## config.mk

```make
export PLATFORM = sky130hd
export DESIGN_NAME = axil_reg_responder_flat
export DESIGN_NICKNAME = d
export VERILOG_FILES = /design/src/rtl/axil_reg_pkg.sv /design/src/rtl/axil_interface.sv /design/src/rtl/axil_reg_timer.sv /design/src/rtl/axil_reg_responder.sv /design/src/flat_wrapper.sv
export SDC_FILE = /design/constraint.sdc
export NUM_CORES = 1
export LEC_CHECK = 0
export CORE_ASPECT_RATIO = 1.2
export CORE_MARGIN = 3
export CORE_UTILIZATION = 40
export DETAILED_ROUTE_END_ITERATION = 12
export GPL_TIMING_DRIVEN = 0
export HOLD_SLACK_MARGIN = 0.06
export PLACE_DENSITY = 0.7
export SLEW_MARGIN = 30
export SYNTH_ARGS = -nofsm -noshare
export SYNTH_HDL_FRONTEND = slang
export SYNTH_SLANG_ARGS = --single-unit
```

## constraint.sdc

```tcl
create_clock -name axil_clk -period 2.1 [get_ports axil_clk]
set_clock_uncertainty 0.15 [all_clocks]
set_input_delay 0.42 -clock axil_clk [delete_from_list [all_inputs] [get_ports axil_clk]]
set_output_delay 0.42 -clock axil_clk [all_outputs]
set_load 0.01 [all_outputs]
```

## src/rtl/axil_reg_pkg.sv

```systemverilog
// Shared types for the AXI-Lite register responder.
// Response codes, FSM states, timeout read data, range check.
package axil_reg_pkg;

  typedef enum logic [1:0] {
    OKAY   = 2'b00,
    SLVERR = 2'b10,
    DECERR = 2'b11
  } axil_resp_t;

  typedef enum logic [2:0] {
    IDLE,
    WR_REQ,
    WR_RESP,
    RD_REQ,
    RD_RESP
  } axil_reg_state_t;

  localparam logic [31:0] AXIL_TIMEOUT_RDATA = 32'hDEAD_BEEF;

  function automatic logic in_range(
    input logic [31:0] addr,
    input int unsigned bits
  );
    return (addr >> bits) == 32'd0;
  endfunction

endpackage

```

## src/rtl/axil_interface.sv

```systemverilog
// AXI-Lite bundle: 32-bit addr/data, 4-bit strb, 2-bit resp.
// master drives AW/W/AR and B/R ready; slave drives the rest.
interface axil_interface;

  logic [31:0] awaddr;
  logic        awvalid;
  logic        awready;
  logic [31:0] wdata;
  logic [3:0]  wstrb;
  logic        wvalid;
  logic        wready;
  logic [1:0]  bresp;
  logic        bvalid;
  logic        bready;
  logic [31:0] araddr;
  logic        arvalid;
  logic        arready;
  logic [31:0] rdata;
  logic [1:0]  rresp;
  logic        rvalid;
  logic        rready;

  modport master (
    output awaddr, awvalid, wdata, wstrb, wvalid,
    output bready, araddr, arvalid, rready,
    input  awready, wready, bresp, bvalid,
    input  arready, rdata, rresp, rvalid
  );

  modport slave (
    input  awaddr, awvalid, wdata, wstrb, wvalid,
    input  bready, araddr, arvalid, rready,
    output awready, wready, bresp, bvalid,
    output arready, rdata, rresp, rvalid
  );

endinterface

```

## src/rtl/axil_reg_timer.sv

```systemverilog
// Saturating 16-bit access timer shared by read and write paths.
// Ports: clk, rst_n, clear, enable -> expired at count TIMEOUT-1.
module axil_reg_timer #(
  parameter int unsigned TIMEOUT = 255
) (
  input  logic clk,
  input  logic rst_n,
  input  logic clear,
  input  logic enable,
  output logic expired
);

  localparam logic [15:0] LAST = 16'(TIMEOUT - 1);

  logic [15:0] count;

  always_ff @(posedge clk or negedge rst_n) begin
    if (!rst_n) begin
      count <= '0;
    end else if (clear) begin
      count <= '0;
    end else if (enable && count != 16'hFFFF) begin
      count <= count + 16'd1;
    end
  end

  assign expired = enable && (count == LAST);

endmodule

```

## src/rtl/axil_reg_responder.sv

```systemverilog
// AXI-Lite slave to req/ack register port, serialised, timed out.
// Ports: axil_clk, axil_rstn, axil (slave), reg_wr_*, reg_rd_*.
module axil_reg_responder
  import axil_reg_pkg::*;
#(
  parameter int unsigned ADDR_BITS = 12,
  parameter int unsigned TIMEOUT   = 255
) (
  input  logic                 axil_clk,
  input  logic                 axil_rstn,
  axil_interface.slave         axil,
  output logic                 reg_wr_req,
  output logic [ADDR_BITS-1:0] reg_wr_addr,
  output logic [31:0]          reg_wr_data,
  output logic [3:0]           reg_wr_strb,
  input  logic                 reg_wr_ack,
  input  logic                 reg_wr_err,
  output logic                 reg_rd_req,
  output logic [ADDR_BITS-1:0] reg_rd_addr,
  input  logic                 reg_rd_ack,
  input  logic [31:0]          reg_rd_data,
  input  logic                 reg_rd_err
);

  axil_reg_state_t state;

  logic        aw_full, w_full, ar_full;
  logic [31:0] aw_addr, w_data, ar_addr;
  logic [3:0]  w_strb;
  logic        last_wr;

  logic aw_take, w_take, ar_take;
  logic aw_nxt, w_nxt, ar_nxt;
  logic aw_free, ar_free;
  logic [31:0] wa_sel, wd_sel, ra_sel;
  logic [3:0]  ws_sel;
  logic wr_avail, rd_avail;
  logic grant_wr, grant_rd;
  logic wr_ok, rd_ok;
  logic wr_done, rd_done;
  logic in_req, expired;

  assign aw_take = axil.awvalid & axil.awready;
  assign w_take  = axil.wvalid & axil.wready;
  assign ar_take = axil.arvalid & axil.arready;

  // Bypass the holders so a fresh beat can be granted the same edge.
  assign wa_sel = aw_full ? aw_addr : axil.awaddr;
  assign wd_sel = w_full ? w_data : axil.wdata;
  assign ws_sel = w_full ? w_strb : axil.wstrb;
  assign ra_sel = ar_full ? ar_addr : axil.araddr;

  assign wr_avail = (aw_full | aw_take) & (w_full | w_take);
  assign rd_avail = ar_full | ar_take;

  assign grant_wr = (state == IDLE) & wr_avail
                  & (~rd_avail | ~last_wr);
  assign grant_rd = (state == IDLE) & rd_avail & ~grant_wr;

  assign wr_ok = in_range(wa_sel, ADDR_BITS);
  assign rd_ok = in_range(ra_sel, ADDR_BITS);

  assign wr_done = (state == WR_REQ) & (reg_wr_ack | expired);
  assign rd_done = (state == RD_REQ) & (reg_rd_ack | expired);

  assign aw_free = wr_done | (grant_wr & ~wr_ok);
  assign ar_free = rd_done | (grant_rd & ~rd_ok);

  assign aw_nxt = (aw_full | aw_take) & ~aw_free;
  assign w_nxt  = (w_full | w_take) & ~aw_free;
  assign ar_nxt = (ar_full | ar_take) & ~ar_free;

  assign in_req = (state == WR_REQ) | (state == RD_REQ);

  axil_reg_timer #(.TIMEOUT(TIMEOUT)) u_timer (
    .clk     (axil_clk),
    .rst_n   (axil_rstn),
    .clear   (~in_req),
    .enable  (in_req),
    .expired (expired)
  );

  always_ff @(posedge axil_clk or negedge axil_rstn) begin
    if (!axil_rstn) begin
      aw_full      <= 1'b0;
      w_full       <= 1'b0;
      ar_full      <= 1'b0;
      aw_addr      <= '0;
      w_data       <= '0;
      w_strb       <= '0;
      ar_addr      <= '0;
      axil.awready <= 1'b0;
      axil.wready  <= 1'b0;
      axil.arready <= 1'b0;
    end else begin
      aw_full      <= aw_nxt;
      w_full       <= w_nxt;
      ar_full      <= ar_nxt;
      axil.awready <= ~aw_nxt;
      axil.wready  <= ~w_nxt;
      axil.arready <= ~ar_nxt;
      if (aw_take) aw_addr <= axil.awaddr;
      if (w_take) begin
        w_data <= axil.wdata;
        w_strb <= axil.wstrb;
      end
      if (ar_take) ar_addr <= axil.araddr;
    end
  end

  always_ff @(posedge axil_clk or negedge axil_rstn) begin
    if (!axil_rstn) begin
      state       <= IDLE;
      last_wr     <= 1'b0;
      reg_wr_req  <= 1'b0;
      reg_wr_addr <= '0;
      reg_wr_data <= '0;
      reg_wr_strb <= '0;
      reg_rd_req  <= 1'b0;
      reg_rd_addr <= '0;
      axil.bvalid <= 1'b0;
      axil.bresp  <= OKAY;
      axil.rvalid <= 1'b0;
      axil.rresp  <= OKAY;
      axil.rdata  <= '0;
    end else begin
      unique case (state)
        IDLE: begin
          // Pointer only moves on contention, so a lone
          // transaction does not steal the other's next turn.
          if (wr_avail && rd_avail) last_wr <= grant_wr;
          if (grant_wr) begin
            if (wr_ok) begin
              state       <= WR_REQ;
              reg_wr_req  <= 1'b1;
              reg_wr_addr <= {wa_sel[ADDR_BITS-1:2], 2'b00};
              reg_wr_data <= wd_sel;
              reg_wr_strb <= ws_sel;
            end else begin
              state       <= WR_RESP;
              axil.bvalid <= 1'b1;
              axil.bresp  <= DECERR;
            end
          end else if (grant_rd) begin
            if (rd_ok) begin
              state       <= RD_REQ;
              reg_rd_req  <= 1'b1;
              reg_rd_addr <= {ra_sel[ADDR_BITS-1:2], 2'b00};
            end else begin
              state       <= RD_RESP;
              axil.rvalid <= 1'b1;
              axil.rresp  <= DECERR;
              axil.rdata  <= '0;
            end
          end
        end
        WR_REQ: begin
          if (wr_done) begin
            state       <= WR_RESP;
            reg_wr_req  <= 1'b0;
            axil.bvalid <= 1'b1;
            axil.bresp  <= (reg_wr_ack && !reg_wr_err)
                         ? OKAY : SLVERR;
          end
        end
        WR_RESP: begin
          if (axil.bready) begin
            state       <= IDLE;
            axil.bvalid <= 1'b0;
          end
        end
        RD_REQ: begin
          if (rd_done) begin
            state       <= RD_RESP;
            reg_rd_req  <= 1'b0;
            axil.rvalid <= 1'b1;
            if (reg_rd_ack) begin
              axil.rresp <= reg_rd_err ? SLVERR : OKAY;
              axil.rdata <= reg_rd_data;
            end else begin
              axil.rresp <= SLVERR;
              axil.rdata <= AXIL_TIMEOUT_RDATA;
            end
          end
        end
        RD_RESP: begin
          if (axil.rready) begin
            state       <= IDLE;
            axil.rvalid <= 1'b0;
          end
        end
        default: state <= IDLE;
      endcase
    end
  end

endmodule

```

## src/flat_wrapper.sv

```systemverilog
// flat-port wrapper written by rule: the top's interface ports become plain ports
module axil_reg_responder_flat import axil_reg_pkg::*;
#(
  parameter int unsigned ADDR_BITS = 12,
  parameter int unsigned TIMEOUT   = 255
)
  (axil_clk, axil_rstn, reg_wr_req, reg_wr_addr, reg_wr_data, reg_wr_strb, reg_wr_ack, reg_wr_err, reg_rd_req, reg_rd_addr, reg_rd_ack, reg_rd_data, reg_rd_err, axil_awaddr, axil_awvalid, axil_wdata, axil_wstrb, axil_wvalid, axil_bready, axil_araddr, axil_arvalid, axil_rready, axil_awready, axil_wready, axil_bresp, axil_bvalid, axil_arready, axil_rdata, axil_rresp, axil_rvalid);
  axil_interface axil_i ();
  input  logic axil_clk;
  input  logic axil_rstn;
  output logic reg_wr_req;
  output logic [ADDR_BITS-1:0] reg_wr_addr;
  output logic [31:0] reg_wr_data;
  output logic [3:0] reg_wr_strb;
  input  logic reg_wr_ack;
  input  logic reg_wr_err;
  output logic reg_rd_req;
  output logic [ADDR_BITS-1:0] reg_rd_addr;
  input  logic reg_rd_ack;
  input  logic [31:0] reg_rd_data;
  input  logic reg_rd_err;
  input wire logic [$bits(axil_i.awaddr)-1:0] axil_awaddr;
  input wire logic [$bits(axil_i.awvalid)-1:0] axil_awvalid;
  input wire logic [$bits(axil_i.wdata)-1:0] axil_wdata;
  input wire logic [$bits(axil_i.wstrb)-1:0] axil_wstrb;
  input wire logic [$bits(axil_i.wvalid)-1:0] axil_wvalid;
  input wire logic [$bits(axil_i.bready)-1:0] axil_bready;
  input wire logic [$bits(axil_i.araddr)-1:0] axil_araddr;
  input wire logic [$bits(axil_i.arvalid)-1:0] axil_arvalid;
  input wire logic [$bits(axil_i.rready)-1:0] axil_rready;
  output wire logic [$bits(axil_i.awready)-1:0] axil_awready;
  output wire logic [$bits(axil_i.wready)-1:0] axil_wready;
  output wire logic [$bits(axil_i.bresp)-1:0] axil_bresp;
  output wire logic [$bits(axil_i.bvalid)-1:0] axil_bvalid;
  output wire logic [$bits(axil_i.arready)-1:0] axil_arready;
  output wire logic [$bits(axil_i.rdata)-1:0] axil_rdata;
  output wire logic [$bits(axil_i.rresp)-1:0] axil_rresp;
  output wire logic [$bits(axil_i.rvalid)-1:0] axil_rvalid;
  assign axil_i.awaddr = axil_awaddr;
  assign axil_i.awvalid = axil_awvalid;
  assign axil_i.wdata = axil_wdata;
  assign axil_i.wstrb = axil_wstrb;
  assign axil_i.wvalid = axil_wvalid;
  assign axil_i.bready = axil_bready;
  assign axil_i.araddr = axil_araddr;
  assign axil_i.arvalid = axil_arvalid;
  assign axil_i.rready = axil_rready;
  assign axil_awready = axil_i.awready;
  assign axil_wready = axil_i.wready;
  assign axil_bresp = axil_i.bresp;
  assign axil_bvalid = axil_i.bvalid;
  assign axil_arready = axil_i.arready;
  assign axil_rdata = axil_i.rdata;
  assign axil_rresp = axil_i.rresp;
  assign axil_rvalid = axil_i.rvalid;
  axil_reg_responder #(.ADDR_BITS(ADDR_BITS), .TIMEOUT(TIMEOUT)) u_core (.axil_clk(axil_clk), .axil_rstn(axil_rstn), .axil(axil_i), .reg_wr_req(reg_wr_req), .reg_wr_addr(reg_wr_addr), .reg_wr_data(reg_wr_data), .reg_wr_strb(reg_wr_strb), .reg_wr_ack(reg_wr_ack), .reg_wr_err(reg_wr_err), .reg_rd_req(reg_rd_req), .reg_rd_addr(reg_rd_addr), .reg_rd_ack(reg_rd_ack), .reg_rd_data(reg_rd_data), .reg_rd_err(reg_rd_err));
endmodule
```

==> impl_metrics.py, run 1 <==
metrics = {
    "run_status": {
        "status": "complete, but fails checks",
        "violations": "negative setup slack",
    },
    "worst_setup_path": {
        "crit_path_end_kind": "flip-flop",
        "r2r-start": "u_core.state[0]",
        "reg2reg_setup_slack_ns": -0.08,
        "rr_worst_depth": 7,
        "worstPathArrival_ns": 2.42,
        "crit_path_end": "u_core.reg_wr_data[2]",
        "crit_type": "reg -> reg",
        "cp_max_fo": 6,
        "required_ns": 2.34,
        "start_kind": "flip-flop",
        "timing.rr.end": "u_core.reg_wr_data[2]",
        "cp-startpoint": "u_core.state[0]",
    },
    "grt": {
        "antenna_found_initial": 4,
        "grt_pass1_wl_um": 39500,
        "overflow": 0,
        "grt_pass1_vias": 7344,
        "grt_max_degree": 83,
        "grtUsageTotal_pct": 19.0,
    },
    "routing": {
        "vias_per_cell": 5.04,
        "vias": 6931,
        "drt_first_pass_iters": 4,
        "wl_um": 25100,
        "post_drt_wl_per_cell_um": 18.2,
        "drtIter0Drc": 330,
        "drtAntennaViolNets": 0,
        "drc": 0,
    },
    "layout": {
        "final_core_util_pct": 61.4,
        "syn_to_final_growth_pct": 48.6,
        "nNetsFinal": 1192,
        "drive_gt1_share_pct": 28.6,
    },
    "power_and_ir_drop": {
        "switchingPower_mw": 4.36,
        "intPower_mw": 10.5,
        "pwr-share-seq_pct": 39.9,
        "ir_worst_vdd_mv": 0.616,
        "leakage_nw": 5.96,
        "p_comb_share_pct": 30.7,
        "power_density_nw_per_um2": 1060,
        "switching_share_pct": 29.4,
        "clkPwrFrac_pct": 29.4,
    },
    "flow_run": {
        "maxCapViolCount": 0,
    },
    "cts": {
        "clk_path_buf_depth": 3,
        "cts_tree": "built",
        "clock-sinks": 218,
        "root_buffer": "clkbuf_16",
        "cts-htree-levels": 1,
        "cts_buffers": 24,
        "clock_latency_ns": 0.51,
        "clkSlewWorstSetupHoldPaths_ns": 0.06,
    },
    "floorplanning": {
        "rows": 60,
        "ioPinCount": 246,
        "dieArea_um2": 25500,
        "fp.dieH_um": 174,
        "start_util_pct": 41.3,
        "die_w_um": 146,
        "coreArea_um2": 22800,
    },
    "timing": {
        "fin_crit_sh_pct": 104,
        "worstMarginPinSlew_ns": 0.771,
        "hold_viol": 0,
        "rsz0062_at_grt": "true",
        "maxSlewHeadroom_pct": 48.6,
        "fin_ws_ns": -0.0813,
        "min_period_ns": 2.18,
        "fmax_mhz": 458,
        "setup_viol": 62,
        "tns_ns": -2.60,
        "slew_viol_final": 0,
    },
    "placement": {
        "preCtsSetupSlack_ns": -0.736,
        "io_buffers": 237,
        "hpwl_um": 17300,
        "gp_congestion": 0.795,
    },
    "logic_synthesis": {
        "synth_area_um2": 9440,
        "synth_warnings": 0,
        "synthArstFlopShare_pct": 100,
        "synthCells": 757,
        "synth_cell_types": 63,
        "avgSynthCellArea_um2": 12.5,
        "synth.area.top_cells": "dfrtp_1 (58%), mux2_2 (11%), mux2i_1 (6.0%), nand2_1 (2.9%), o2bb2ai_1 (2.2%)",
        "synth_top_area_share_pct": 57.8,
        "synth-main-ff-cell": "dfrtp_1",
        "synth-edff-count": 0,
        "yosys.area.top_type": "dfrtp_1",
        "synth-seq-area-share_pct": 57.8,
        "ys_ff_latch": 218,
    },
    "worst_hold_path": {
        "hold_start": "axil_araddr[31]",
        "min_path_type": "in -> reg",
    },
}
layout by cell type (no fill, tap or decap), drive strengths merged, types with 17 or more instances in the layout:
cell type,count
buf,44
clkbuf,57
clkdlybuf4s50,231
dfrtp,218
mux2,96
mux2i,57
nand2,73
nor2,26
nor2b,26
nor4,17
o21ai,62
o2bb2ai,24
routing by layer:
metal  routed length, µm  vias to the layer above  global-route usage, %  share of wire, %
li1                    -                     3286                      -                 -
met1               10300                     3453                   23.8                41
met2               13000                      146                   33.5                52
met3                1080                       42                   3.00               4.3
met4                 607                        4                   6.27               2.4
met5                  27                        -                      0              0.11
area by class of cell:
type | count | area, µm²
clock buffer | 31 | 668
clock inverter | 12 | 144
timing repair buffer | 263 | 2780
multi-input combinational | 492 | 4200
antenna | 2 | 5.00
sequential | 218 | 5460
fill | 1822 | 8800
tap | 310 | 388
buffer | 44 | 363
inverter | 4 | 15.0
state kept, by name (all words and copies together), names as in the netlist, 2 cells and up:
register / count
u_core.reg_wr_addr: 10
u_core.u_timer.count: 16
u_core.axil.bresp: 2
u_core.axil.rdata: 32
u_core.axil.rresp: 2
u_core.ar_addr: 30
u_core.w_strb: 4
u_core.reg_wr_data: 32
u_core.reg_rd_addr: 10
u_core.state: 3
u_core.w_data: 32
u_core.reg_wr_strb: 4
u_core.aw_addr: 30
power groups by stage:
stage / sequential, mW / clock [mW] / combinational [mW]
3_3_place_gp: 5.88 / 0 / 3.98
2_1_floorplan: 5.85 / 0 / 2.77
3_5_place_dp: 5.93 / 0 / 4.06
4_1_cts: 5.88 / 4.45 / 4.28
6_report: 5.91 / 4.35 / 4.56
5_1_grt: 6.04 / 4.61 / 4.97
through the flow:
stage | area (µm²) | power (mW) | hold slack (ns) | std cells
5_1_grt | 14000 | 15.6 | 0.0981 | 1376
4_1_cts | 13400 | 14.6 | 0.129 | 1363
6_report | 14000 | 14.8 | 0.0896 | 1376
3_5_place_dp | 12300 | 9.99 | 0.0770 | 1310
2_1_floorplan | 9450 | 8.62 | -0.0256 | 760
3_3_place_gp | 12200 | 9.87 | 0.313 | 1307
critical path, cell delays in order (launching register included):
cell and delay (ns):
dfrtp_1 0.42, or3_4 0.45, a211o_4 0.32, o21bai_4 0.25
clkbuf_16 0.21, clkbuf_16 0.16, nand2_2 0.06, o21ai_2 0.05
worst min-delay path by stage:
stage,endpoint,slack [ns],cells past startpoint
global route,u_core.ar_addr[31],0.1,2
finish,u_core.ar_addr[31],0.09,2
global placement,u_core.reg_wr_req,0.31,2
detailed placement,u_core.reg_rd_addr[5],0.08,1
CTS,u_core.reg_rd_addr[5],0.13,2
floorplan,u_core.ar_addr[10],-0.03,0
kinds of logic after synthesis:
family,after synthesis,synth area share (%)
flip-flops,218,57.8
AND/OR/NAND/NOR,199,11.4
multiplexers,153,17.5
AO/OA/AOI/OAI,121,9.04
buffers and inverters,50,2.77
XOR/XNOR,13,1.21
adder cells (fa/ha/maj),2,0.265
other,1,0.0397
synth_stat cells, types with 2 or more instances:
master and n:
xnor2_1 5, o2bb2ai_1 24, nor4_4 3, dfrtp_1 218
buf_4 9, and3_1 6, a22o_1 8, o21ai_1 37
buf_2 8, and4_1 2, nand2_1 72, inv_1 4
nor4b_1 2, o31ai_1 2, clkbuf_1 24, a21oi_1 5
nand3_1 6, nor2_1 26, nor3_2 2, buf_6 4
nand4_1 11, or2_1 2, nand2b_1 5, mux2_2 96
o21ai_0 16, xor2_1 8, o21ai_2 9, nor3_1 9
or4_1 2, nor2b_1 26, mux2i_1 57, nor4_1 13
or3_1 3, ha_1 2, o211ai_1 3
repair_timing:
item                                    4_1_cts  5_1_grt
pin swaps                                    13       44
endpoints found under the setup margin      104      106
resized for setup                            42      127
endpoints found under the hold margin        90        0
hold buffers                                  1        0
gates cloned                                  2        6
setup buffers                                 9        5
(Power assumes the default switching activity.)
==> run 2: changes to the inputs <==
Settings changed: ABC_AREA from default to 1.
==> impl_metrics.py, run 2 <==
metrics = {
    "run_status": {
        "status": "finished, final reports clean",
    },
    "timing": {
        "rsz0062_at_grt": "true",
        "worstMarginPinSlew_ns": 0.641,
        "slew_viol_final": 0,
        "setup_viol": 0,
        "fmax_mhz": 495,
        "fin_crit_sh_pct": 96.2,
        "maxSlewHeadroom_pct": 57.2,
        "min_period_ns": 2.02,
        "hold_viol": 0,
    },
    "power_and_ir_drop": {
        "power_mw": 16.1,
        "ir_worst_vdd_mv": 0.708,
        "leakage_nw": 6.03,
        "power_density_nw_per_um2": 1200,
    },
    "worst_setup_path": {
        "path_delay_family": "buffers and inverters",
        "max_stage_delay_ns": 0.60,
        "reg2reg_setup_slack_ns": 0.12,
        "timing.rr.end": "u_core.reg_wr_addr[9]",
        "start_kind": "flip-flop",
        "cp_max_fo": 2,
        "critPathBufInv": 1,
        "rr_worst_depth": 12,
        "worstPathArrival_ns": 1.45,
        "r2r-start": "u_core.w_full",
        "crit_slowest_cell": "clkdlybuf4s50_1",
        "crit_path_end_kind": "output port",
        "required_ns": 1.53,
        "crit_type": "reg -> out",
        "path_cells": "clkdlybuf4s50_1",
    },
    "grt": {
        "grt_max_degree": 88,
        "grt_pass1_vias": 8023,
        "antenna_found_initial": 2,
        "grtUsageTotal_pct": 18.9,
        "grt_pass1_wl_um": 40200,
        "overflow": 0,
    },
    "routing": {
        "vias_per_cell": 4.84,
        "drt_first_pass_iters": 5,
        "drtIter0Drc": 368,
        "post_drt_wl_per_cell_um": 15.5,
        "drc": 0,
        "vias": 7770,
        "drtAntennaViolNets": 0,
        "wl_um": 24800,
    },
    "logic_synthesis": {
        "synth-seq-area-share_pct": 57.0,
        "synth_warnings": 0,
        "ys_ff_latch": 218,
        "synth_common_cells": "nand2_1 (226), dfrtp_1 (218), nor2_1 (180)",
        "synth-main-ff-cell": "dfrtp_1",
        "yosys.area.top_type": "dfrtp_1",
        "synth_cell_types": 34,
        "synth-edff-count": 0,
        "synthCells": 1001,
        "synth_area_um2": 9570,
        "synth_top_area_share_pct": 57.0,
        "synth.most_common_cell": "nand2_1",
        "synth.area.top_cells": "dfrtp_1 (57%), mux2_2 (9.5%), nand2_1 (8.9%), nor2_1 (7.1%), o21ai_0 (2.7%)",
        "synthArstFlopShare_pct": 100,
        "avgSynthCellArea_um2": 9.56,
    },
    "cts": {
        "cts_tree": "built",
        "clock_latency_ns": 0.50,
        "clkSlewWorstSetupHoldPaths_ns": 0.07,
        "root_buffer": "clkbuf_16",
        "cts_buffers": 23,
        "clock-sinks": 218,
        "clk_path_buf_depth": 3,
        "cts-htree-levels": 1,
    },
    "floorplanning": {
        "fp.dieH_um": 175,
        "start_util_pct": 41.0,
        "dieArea_um2": 25800,
        "die_w_um": 147,
        "rows": 61,
        "ioPinCount": 246,
        "coreArea_um2": 23400,
    },
    "placement": {
        "io_buffers": 237,
        "gp_congestion": 0.885,
        "hpwl_um": 18200,
        "dp.cells": 1558,
    },
    "layout": {
        "stdcell_count": 1605,
        "largestRegisters": "u_core.axil.rdata x32, u_core.reg_wr_data x32, u_core.w_data x32",
        "final_common_cell": "clkdlybuf4s50_1",
        "nNetsFinal": 1417,
        "final_cell_mix": "clkdlybuf4s50_1 (234), nand2_1 (220), dfrtp_1 (217)",
        "drive_gt1_share_pct": 15.1,
        "syn_to_final_growth_pct": 39.9,
    },
    "worst_hold_path": {
        "min_path_type": "in -> async",
    },
    "flow_run": {
        "maxCapViolCount": 0,
    },
}
-- run 2: changes by cell type after synthesis, moves of 12 or more --
cell | previous run | this run
nand2_1 | 72 | 226
nor2_1 | 26 | 180
mux2i_1 | 57 | 1
inv_1 | 4 | 52
o21ai_0 | 16 | 52
o31ai_1 | 2 | 33
nor2b_1 | 26 | 0
o21ai_1 | 37 | 13
o2bb2ai_1 | 24 | 0
mux2_2 | 96 | 81
a21oi_1 | 5 | 19
nor4_1 | 13 | 0
o31ai_2 | 0 | 13
nand3_1 | 6 | 18
-- run 2: repair_timing --
| item | 4_1_cts | 5_1_grt |
|---|---|---|
| resized for setup | 7 | 28 |
| pin swaps | 0 | 5 |
| buffers inserted | 0 | 3 |
| endpoints found under the setup margin | 85 | 99 |
| cloned | 0 | 0 |
| endpoints found under the hold margin | 52 | 0 |
| hold buffers | 1 | 0 |
-- run 2: worst max path at each step --
stage	startpoint	endpoint	cells past startpoint
6_report	u_core.axil.rdata[25]	axil_rdata[25]	1
5_1_grt	u_core.u_timer.count[1]	u_core.u_timer.count[13]	9
4_1_cts	u_core.w_full	u_core.reg_wr_data[12]	10
3_5_place_dp	axil_awvalid	u_core.reg_wr_addr[7]	10
3_3_place_gp	axil_rstn	u_core.aw_addr[10]	1
2_1_floorplan	axil_awvalid	u_core.axil.rdata[26]	13
-- run 2: cell type report --
cell class	count	area (µm²)
Clock inverter	11	193
Inverter	61	236
Clock buffer	30	652
Sequential cell	218	5460
Multi-Input combinational cell	680	3720
Fill cell	2076	9960
Antenna cell	2	5.00
Buffer	45	259
Timing Repair Buffer	243	2480
Tap cell	315	394
-- run 2: routing by layer --
layer / share of wire [%] / GRT usage [%]
met1: 42 / 23.4
met2: 49 / 32.7
met3: 4.5 / 3.23
met4: 4.2 / 8.43
met5: 0 / 0
-- run 2: kinds of logic after synthesis --
group / synth area share [%]
simple gates: 18.7
mux: 9.63
compound gates: 9.20
fa+ha+maj: 0.261
flops: 57.0
xor+xnor: 0.274
other cells: 0.0392
buf+inv: 4.91
-- run 2: where the power goes --
group / switching (mW) / internal [mW]
Clock: 1.69 / 2.81
Combinational: 2.61 / 2.58
Sequential: 0.762 / 5.62
Total: 5.05 / 11.0
-- run 2: metrics by stage --
step | TNS (ns) | area (µm²) | setup WS, ns | util [%] | hold slack [ns]
finish | 0 | 13400 | 0.0798 | 57.4 | 0.298
global route | -0.0554 | 13400 | -0.0140 | 57.4 | 0.317
CTS | 0 | 13300 | 0.000103 | 56.9 | 0.294
detailed placement | -60.44 | 12400 | -0.634 | 53.1 | 0.231
global placement | -2010.72 | 12400 | -8.97 | 52.9 | 0.305
floorplan | 0 | 9590 | 0.288 | - | -0.0256
